===== src/rtl/bus_master_req_if.sv =====
// Master-side arbitration front end: 2-cycle request strobe with serial slave id (MSB first),
// then waits for a settled grant and reports bus ownership until the datapath completes.
module bus_master_req_if #(
    parameter int SETTLE_CYCLES = 2,
    parameter int GRANT_TIMEOUT = 16
) (
    input  logic       sys_clk,
    input  logic       sys_rst,
    input  logic       req_valid,
    input  logic [1:0] req_slave,
    output logic       req_ready,
    output logic       m_request,
    output logic       m_slave_sel,
    input  logic       m_grant,
    input  logic       xfer_done,
    output logic       bus_owned,
    output logic [1:0] owned_slave,
    output logic       timeout_err,
    output logic       grant_lost
);

    localparam int CW = $clog2(GRANT_TIMEOUT + 1);
    localparam logic [CW-1:0] SETTLE = CW'(SETTLE_CYCLES);
    localparam logic [CW-1:0] TMO    = CW'(GRANT_TIMEOUT);

    localparam logic [2:0] S_IDLE     = 3'd0;
    localparam logic [2:0] S_ADDR_MSB = 3'd1;
    localparam logic [2:0] S_ADDR_LSB = 3'd2;
    localparam logic [2:0] S_WAIT     = 3'd3;
    localparam logic [2:0] S_OWN      = 3'd4;

    logic [2:0]    state_q, state_d;
    logic [1:0]    id_q, id_d;
    logic [CW-1:0] cnt_q, cnt_d, cnt_inc;
    logic          m_request_q, m_request_d;
    logic          m_slave_sel_q, m_slave_sel_d;
    logic          bus_owned_q, bus_owned_d;
    logic [1:0]    owned_slave_q, owned_slave_d;
    logic          timeout_err_q, timeout_err_d;
    logic          grant_lost_q, grant_lost_d;

    assign cnt_inc = cnt_q + CW'(1);

    always_comb begin
        state_d       = state_q;
        id_d          = id_q;
        cnt_d         = cnt_q;
        m_request_d   = 1'b0;
        m_slave_sel_d = 1'b0;
        bus_owned_d   = bus_owned_q;
        owned_slave_d = owned_slave_q;
        timeout_err_d = 1'b0;
        grant_lost_d  = 1'b0;
        case (state_q)
            S_IDLE: begin
                if (req_valid) begin
                    id_d          = req_slave;
                    state_d       = S_ADDR_MSB;
                    m_request_d   = 1'b1;
                    m_slave_sel_d = req_slave[1];
                end
            end
            S_ADDR_MSB: begin
                state_d       = S_ADDR_LSB;
                m_request_d   = 1'b1;
                m_slave_sel_d = id_q[0];
            end
            S_ADDR_LSB: begin
                state_d = S_WAIT;
                cnt_d   = '0;
            end
            S_WAIT: begin
                cnt_d = cnt_inc;
                // Grant is only trusted once the settle window has passed; it beats a coincident timeout.
                if (cnt_q >= SETTLE && m_grant) begin
                    state_d       = S_OWN;
                    bus_owned_d   = 1'b1;
                    owned_slave_d = id_q;
                end else if (cnt_inc == TMO) begin
                    state_d       = S_IDLE;
                    timeout_err_d = 1'b1;
                end
            end
            S_OWN: begin
                if (xfer_done) begin
                    state_d     = S_IDLE;
                    bus_owned_d = 1'b0;
                end else if (!m_grant) begin
                    state_d      = S_IDLE;
                    bus_owned_d  = 1'b0;
                    grant_lost_d = 1'b1;
                end
            end
            default: begin
                state_d     = S_IDLE;
                bus_owned_d = 1'b0;
            end
        endcase
    end

    always_ff @(posedge sys_clk or posedge sys_rst) begin
        if (sys_rst) begin
            state_q       <= S_IDLE;
            id_q          <= 2'b00;
            cnt_q         <= '0;
            m_request_q   <= 1'b0;
            m_slave_sel_q <= 1'b0;
            bus_owned_q   <= 1'b0;
            owned_slave_q <= 2'b00;
            timeout_err_q <= 1'b0;
            grant_lost_q  <= 1'b0;
        end else begin
            state_q       <= state_d;
            id_q          <= id_d;
            cnt_q         <= cnt_d;
            m_request_q   <= m_request_d;
            m_slave_sel_q <= m_slave_sel_d;
            bus_owned_q   <= bus_owned_d;
            owned_slave_q <= owned_slave_d;
            timeout_err_q <= timeout_err_d;
            grant_lost_q  <= grant_lost_d;
        end
    end

    assign req_ready   = (state_q == S_IDLE);
    assign m_request   = m_request_q;
    assign m_slave_sel = m_slave_sel_q;
    assign bus_owned   = bus_owned_q;
    assign owned_slave = owned_slave_q;
    assign timeout_err = timeout_err_q;
    assign grant_lost  = grant_lost_q;

endmodule


===== config.mk =====
export PLATFORM = sky130hd
export DESIGN_NAME = bus_master_req_if
export DESIGN_NICKNAME = d
export VERILOG_FILES = /design/src/rtl/bus_master_req_if.sv
export SDC_FILE = /design/constraint.sdc
export NUM_CORES = 1
export LEC_CHECK = 0
export ABC_CLOCK_PERIOD_IN_PS = 3700
export BUFFER_PORTS_ARGS = -buffer_cell sky130_fd_sc_hd__buf_4
export CORE_MARGIN = 2
export CORE_UTILIZATION = 56
export DETAILED_ROUTE_END_ITERATION = 8
export PLACE_DENSITY = 0.81
export SLEW_MARGIN = 15
export SYNTH_ARGS = -nofsm -noshare
export SYNTH_HDL_FRONTEND = slang
export SYNTH_SLANG_ARGS = --single-unit

===== constraint.sdc =====
create_clock -name sys_clk -period 3.7 [get_ports sys_clk]
set_input_delay 0.74 -clock sys_clk [delete_from_list [all_inputs] [get_ports sys_clk]]
set_output_delay 0.74 -clock sys_clk [all_outputs]
set_load 0.02 [all_outputs]

Yosys cells after proc, flatten, opt, wreduce, memory -nomap -nowiden --
Cells that the tools add are included.
Word-level totals: register bits after elaboration 17, word-level logic and storage cells 50
Operators by class: add/sub/neg operators 1, magnitude comparators 1, eq/ne operators 9, mux-type cells 21, bitwise logic cells 1, reductions and logical operators 8
Operator list (count):
- 3-bit two-way mux | 5
- 3-bit one-hot mux with 5 select lines | 1
- 1-bit two-way mux | 11
- 5-bit one-hot mux with 2 select lines | 1
- 3-bit by 2-bit == test with 1-bit output (second input constant) | 2
- 3-bit != test (second input constant) | 2
- 3-bit AND reduction | 2
- 5-bit by 1-bit adder with 5-bit output (second input constant) | 1
- 5-bit == test (second input constant) | 1
- 5-bit by 2-bit >= comparator with 1-bit output (second input constant) | 1
- 2-bit != test (second input constant) | 2
- 1-bit one-hot mux with 2 select lines | 2
- 2-bit AND reduction | 2
- 3-bit by 1-bit == test with 1-bit output (second input constant) | 1
- 3-bit == test (second input constant) | 1
- 3-bit zero test | 1
- 1-bit one-hot mux with 3 select lines | 1
- 3-bit OR reduction | 1
- 2-bit nonzero test | 1
- 1-bit logical AND | 1
- 1-bit NOT | 1

Depth between registers and ports, before layout --
word-level depth 5, mapped depth 6, depth with buffers taken out 6

Worst setup path after synthesis --
OpenSTA, ideal clock, no wires.
path type register -> register, start point register cnt_q[0], end point register owned_slave_q[0] (netlist: owned_slave[0]), library setup time 0.125 ns, data arrival time 1.659 ns, required time 3.575 ns, setup slack 1.917 ns, cell stages (with the launch flop) 7, clock period less this slack 1.783 ns, cell sequence dfrtp_1 -> inv_1 -> ha_1 -> or4_4 -> o21a_4 -> nand2_1 -> mux2_2
On the way: longest elaborated chain between the ends 3
RTL lines:
- from (decl) | RTL line 34 | logic [CW-1:0] cnt_q, cnt_d, cnt_inc;
- from (signal assigned) | RTL line 115 | cnt_q <= cnt_d;
- 5-bit by 2-bit >= comparator with 1-bit output | RTL line 75 | if (cnt_q >= SETTLE && m_grant) begin
- 1-bit logical AND | RTL line 75
- 2-bit AND reduction (no source line)
- to (signal assigned) | RTL line 119 | owned_slave_q <= owned_slave_d;
- to (decl) | RTL line 38 | logic [1:0] owned_slave_q, owned_slave_d;
Every way passes these cells. A chain may end at the register's enable or synchronous reset.

Final worst setup path --
start point register state_q[2], end point output port req_ready
On the way: longest elaborated chain between the ends 1
RTL lines:
- from (decl) | RTL line 32 | logic [2:0] state_q, state_d;
- from (signal assigned) | RTL line 113 | state_q <= state_d;
- 3-bit zero test | RTL line 125 | assign req_ready = (state_q == S_IDLE);
- to (decl) | RTL line 11 | output logic req_ready,
Every way passes these cells.

==> metrics.md <==
| Metric | Value |
|---|---|
| Status | `finished clean` |
| Routed wire length | `1740 um` |
| Synth Warn # | `0` |
| Most frequent cells in the layout | `dfrtp_1 (17), buf_4 (14), nand2_1 (7)` |
| Hold Fails Final Rpt | `0` |
| DR DRC count | `0` |
| Fin. max-slew vios | `0` |
| Crit path max fanout | `9` |
| Max Cap Viol | `0` |
| H-tree depth | `1` |
| Worst path arrival time | `1200 ps` |
| Vias per cell | `6.00` |
| Hpwl dp | `1240 um` |
| Setup TNS | `0 ps` |
| Setup violators final | `0` |
| Fmax achieved | `515 MHz` |
| Gr ovfl total | `0` |
| Worst-path clk slew | `90 ps` |
| Core ar. | `1330 um^2` |
| Synth top area cells | `dfrtp_1 (52%), mux2_2 (5.5%), nand2_1 (3.2%)` |
| Die Y | `42.4 um` |
| GRT Total Usage | `21.0%` |
| Antenna diodes | `0` |
| Sequential share of the synthesized area | `51.5%` |
| FP Rows | `13` |
| Skew final | `3.66 ps` |
| Minimum clock period | `1940 ps` |
| Slew HR | `58.4%` |
| First-pass GRT wire length | `2810 um` |
| Synth cell types | `29` |
| Met2 WL | `863 um` |
| Top Layer Used | `met4` |
| Cell area after synthesis | `826 um^2` |
| WL met1 | `754 um` |
| Worst EP required | `2960 ps` |
| Initial antenna violation count | `0` |
| Largest net degree at the start of global routing | `18` |
| LEAKAGE | `0.445 nW` |
| Port bufs | `14` |
| RSZ-0062 raised after global routing | `no` |
| Mapped Cells | `77` |
| HP Class | `in -> async` |
| Reg2Reg Setup Slack | `1770 ps` |
| Die X | `42.4 um` |
| Via count | `642` |
| Design Power | `0.743 mW` |
| Vias in the first global route | `611` |
| Startpoint class of the critical path | `flop` |
| Gp weighted congestion | `0.836` |
| Initial Utilization | `61.9%` |
| # nets final | `102` |
| Slew at the pin with the worst max-slew slack | `623 ps` |
| Power per cell area | `771 nW/um^2` |
| Yosys top cell by area | `dfrtp_1` |
| Root Buffer | `clkbuf_4` |
| Die area | `1800 um^2` |
| Final period util | `52.5%` |
| Met3 wire len | `94 um` |
| Clock Latency Late Sink | `290 ps` |
| Avg Inst Size Synth | `10.7 um^2` |
| Setup crit end kind | `output port` |
| Worst VDD drop | `0.406 mV` |
| Drt first pass iters | `4` |
| I/O pin cnt | `15` |
| Commonest non-fill, non-tap cell in the layout | `dfrtp_1` |
| Clock Sinks | `17` |
| Layout cells sized above 1 | `30.4%` |
| Synth Net Count | `86` |
| Maximum clock path buffer count | `2` |
| Setup Crit Path Kind | `reg -> out` |
| CTS tree | `built` |
| Setup Buffers After CTS | `0` |
| P&R area growth vs syn | `16.7%` |
| Synthesis-stage register bit count | `17` |
| Hold buffers post-CTS | `0` |
| Antenna Nets Post-Route | `0` |
| DR iter-0 viols | `24` |
| Top-area cell type share of the netlist area | `51.5%` |
| Num CTS Buffers | `3` |
| Post-CTS sizing | `0` |
| Routed len/inst | `16.3 um` |
==> kinds of logic (layout without fill, tap and decap cells) <==
kind of cell / count (synthesis) / in the layout / synth area share [%]
multiplexers: 4 / 4 / 5.45
AND/OR/NAND/NOR: 28 / 28 / 18.0
flip-flops: 17 / 17 / 51.5
buffers and inverters: 6 / 21 / 2.88
adder cells (fa/ha/maj): 2 / 2 / 3.03
AO/OA/AOI/OAI: 20 / 20 / 19.1
==> power by group <==
| group | switching, mW | internal, mW | total, mW |
|---|---|---|---|
| logic | 0.163 | 0.153 | 0.316 |
| registers | 0.0807 | 0.246 | 0.327 |
| clock network | 0.0572 | 0.0421 | 0.0992 |
| total | 0.301 | 0.442 | 0.743 |
==> cell type report <==
type,count,area [um^2]
clock buffers,4,26.3
fillers,95,370
inverters,3,11.3
multi-input cells,54,377
flip-flops and latches,17,425
well taps,15,18.8
repair buffers,14,105
==> cells in the mapped netlist (all sizes together) <==
cell type  number
o21ai           4
o21bai          1
a21o            2
a21boi          1
nor4            1
ha              2
nor4b           1
buf             1
or2             1
a21oi           4
mux2            4
dfrtp          17
and3            1
o21a            2
o22ai           1
a211oi          2
nand2b          1
nand3           3
inv             3
nand3b          1
nand2           7
or4             1
and4b           1
nor2            6
nor3            3
and2            1
clkbuf          2
o31ai           3
==> worst max-delay path, cell delays in order, from the launching register on <==
cell	delay, ps
dfrtp_1	510
nor3_1	220
buf_4	170
==> flip-flops by register name, indices dropped and copies added (netlist names) <==
register / cells
owned_slave: 2
timeout_err: 1
state_q: 3
grant_lost: 1
id_q: 2
m_slave_sel: 1
m_request: 1
bus_owned: 1
cnt_q: 5
==> metal layers <==
metal | global-route usage [%] | vias up
met2 | 35.7 | 27
li1 | - | 304
met4 | 9.38 | 0
met5 | 0 | -
met3 | 4.31 | 5
met1 | 25.3 | 306
==> per-stage QoR <==
step,setup WS [ps],instance area [um^2],util (%),cells,hold WS (ps)
2_1_floorplan,1920,826,-,77,477
3_3_place_gp,1890,937,70.3,103,496
3_5_place_dp,1810,937,70.3,103,499
4_1_cts,1770,963,72.2,107,524
5_1_grt,1660,963,72.2,107,542
6_report,1760,963,72.2,107,514
==> worst paths after layout <==
check                                 endpoint  cells past startpoint      startpoint
worst max-delay path                 req_ready                      2      state_q[2]
worst min-delay path                  cnt_q[1]                      2         sys_rst
worst max register to register  owned_slave[1]                      6        cnt_q[0]
worst min register to register  owned_slave[0]                      1  owned_slave[0]
max in group asynchronous           grant_lost                      2         sys_rst
min in group sys_clk            owned_slave[0]                      1  owned_slave[0]
No activity file was read; power rests on OpenSTA's default activity.
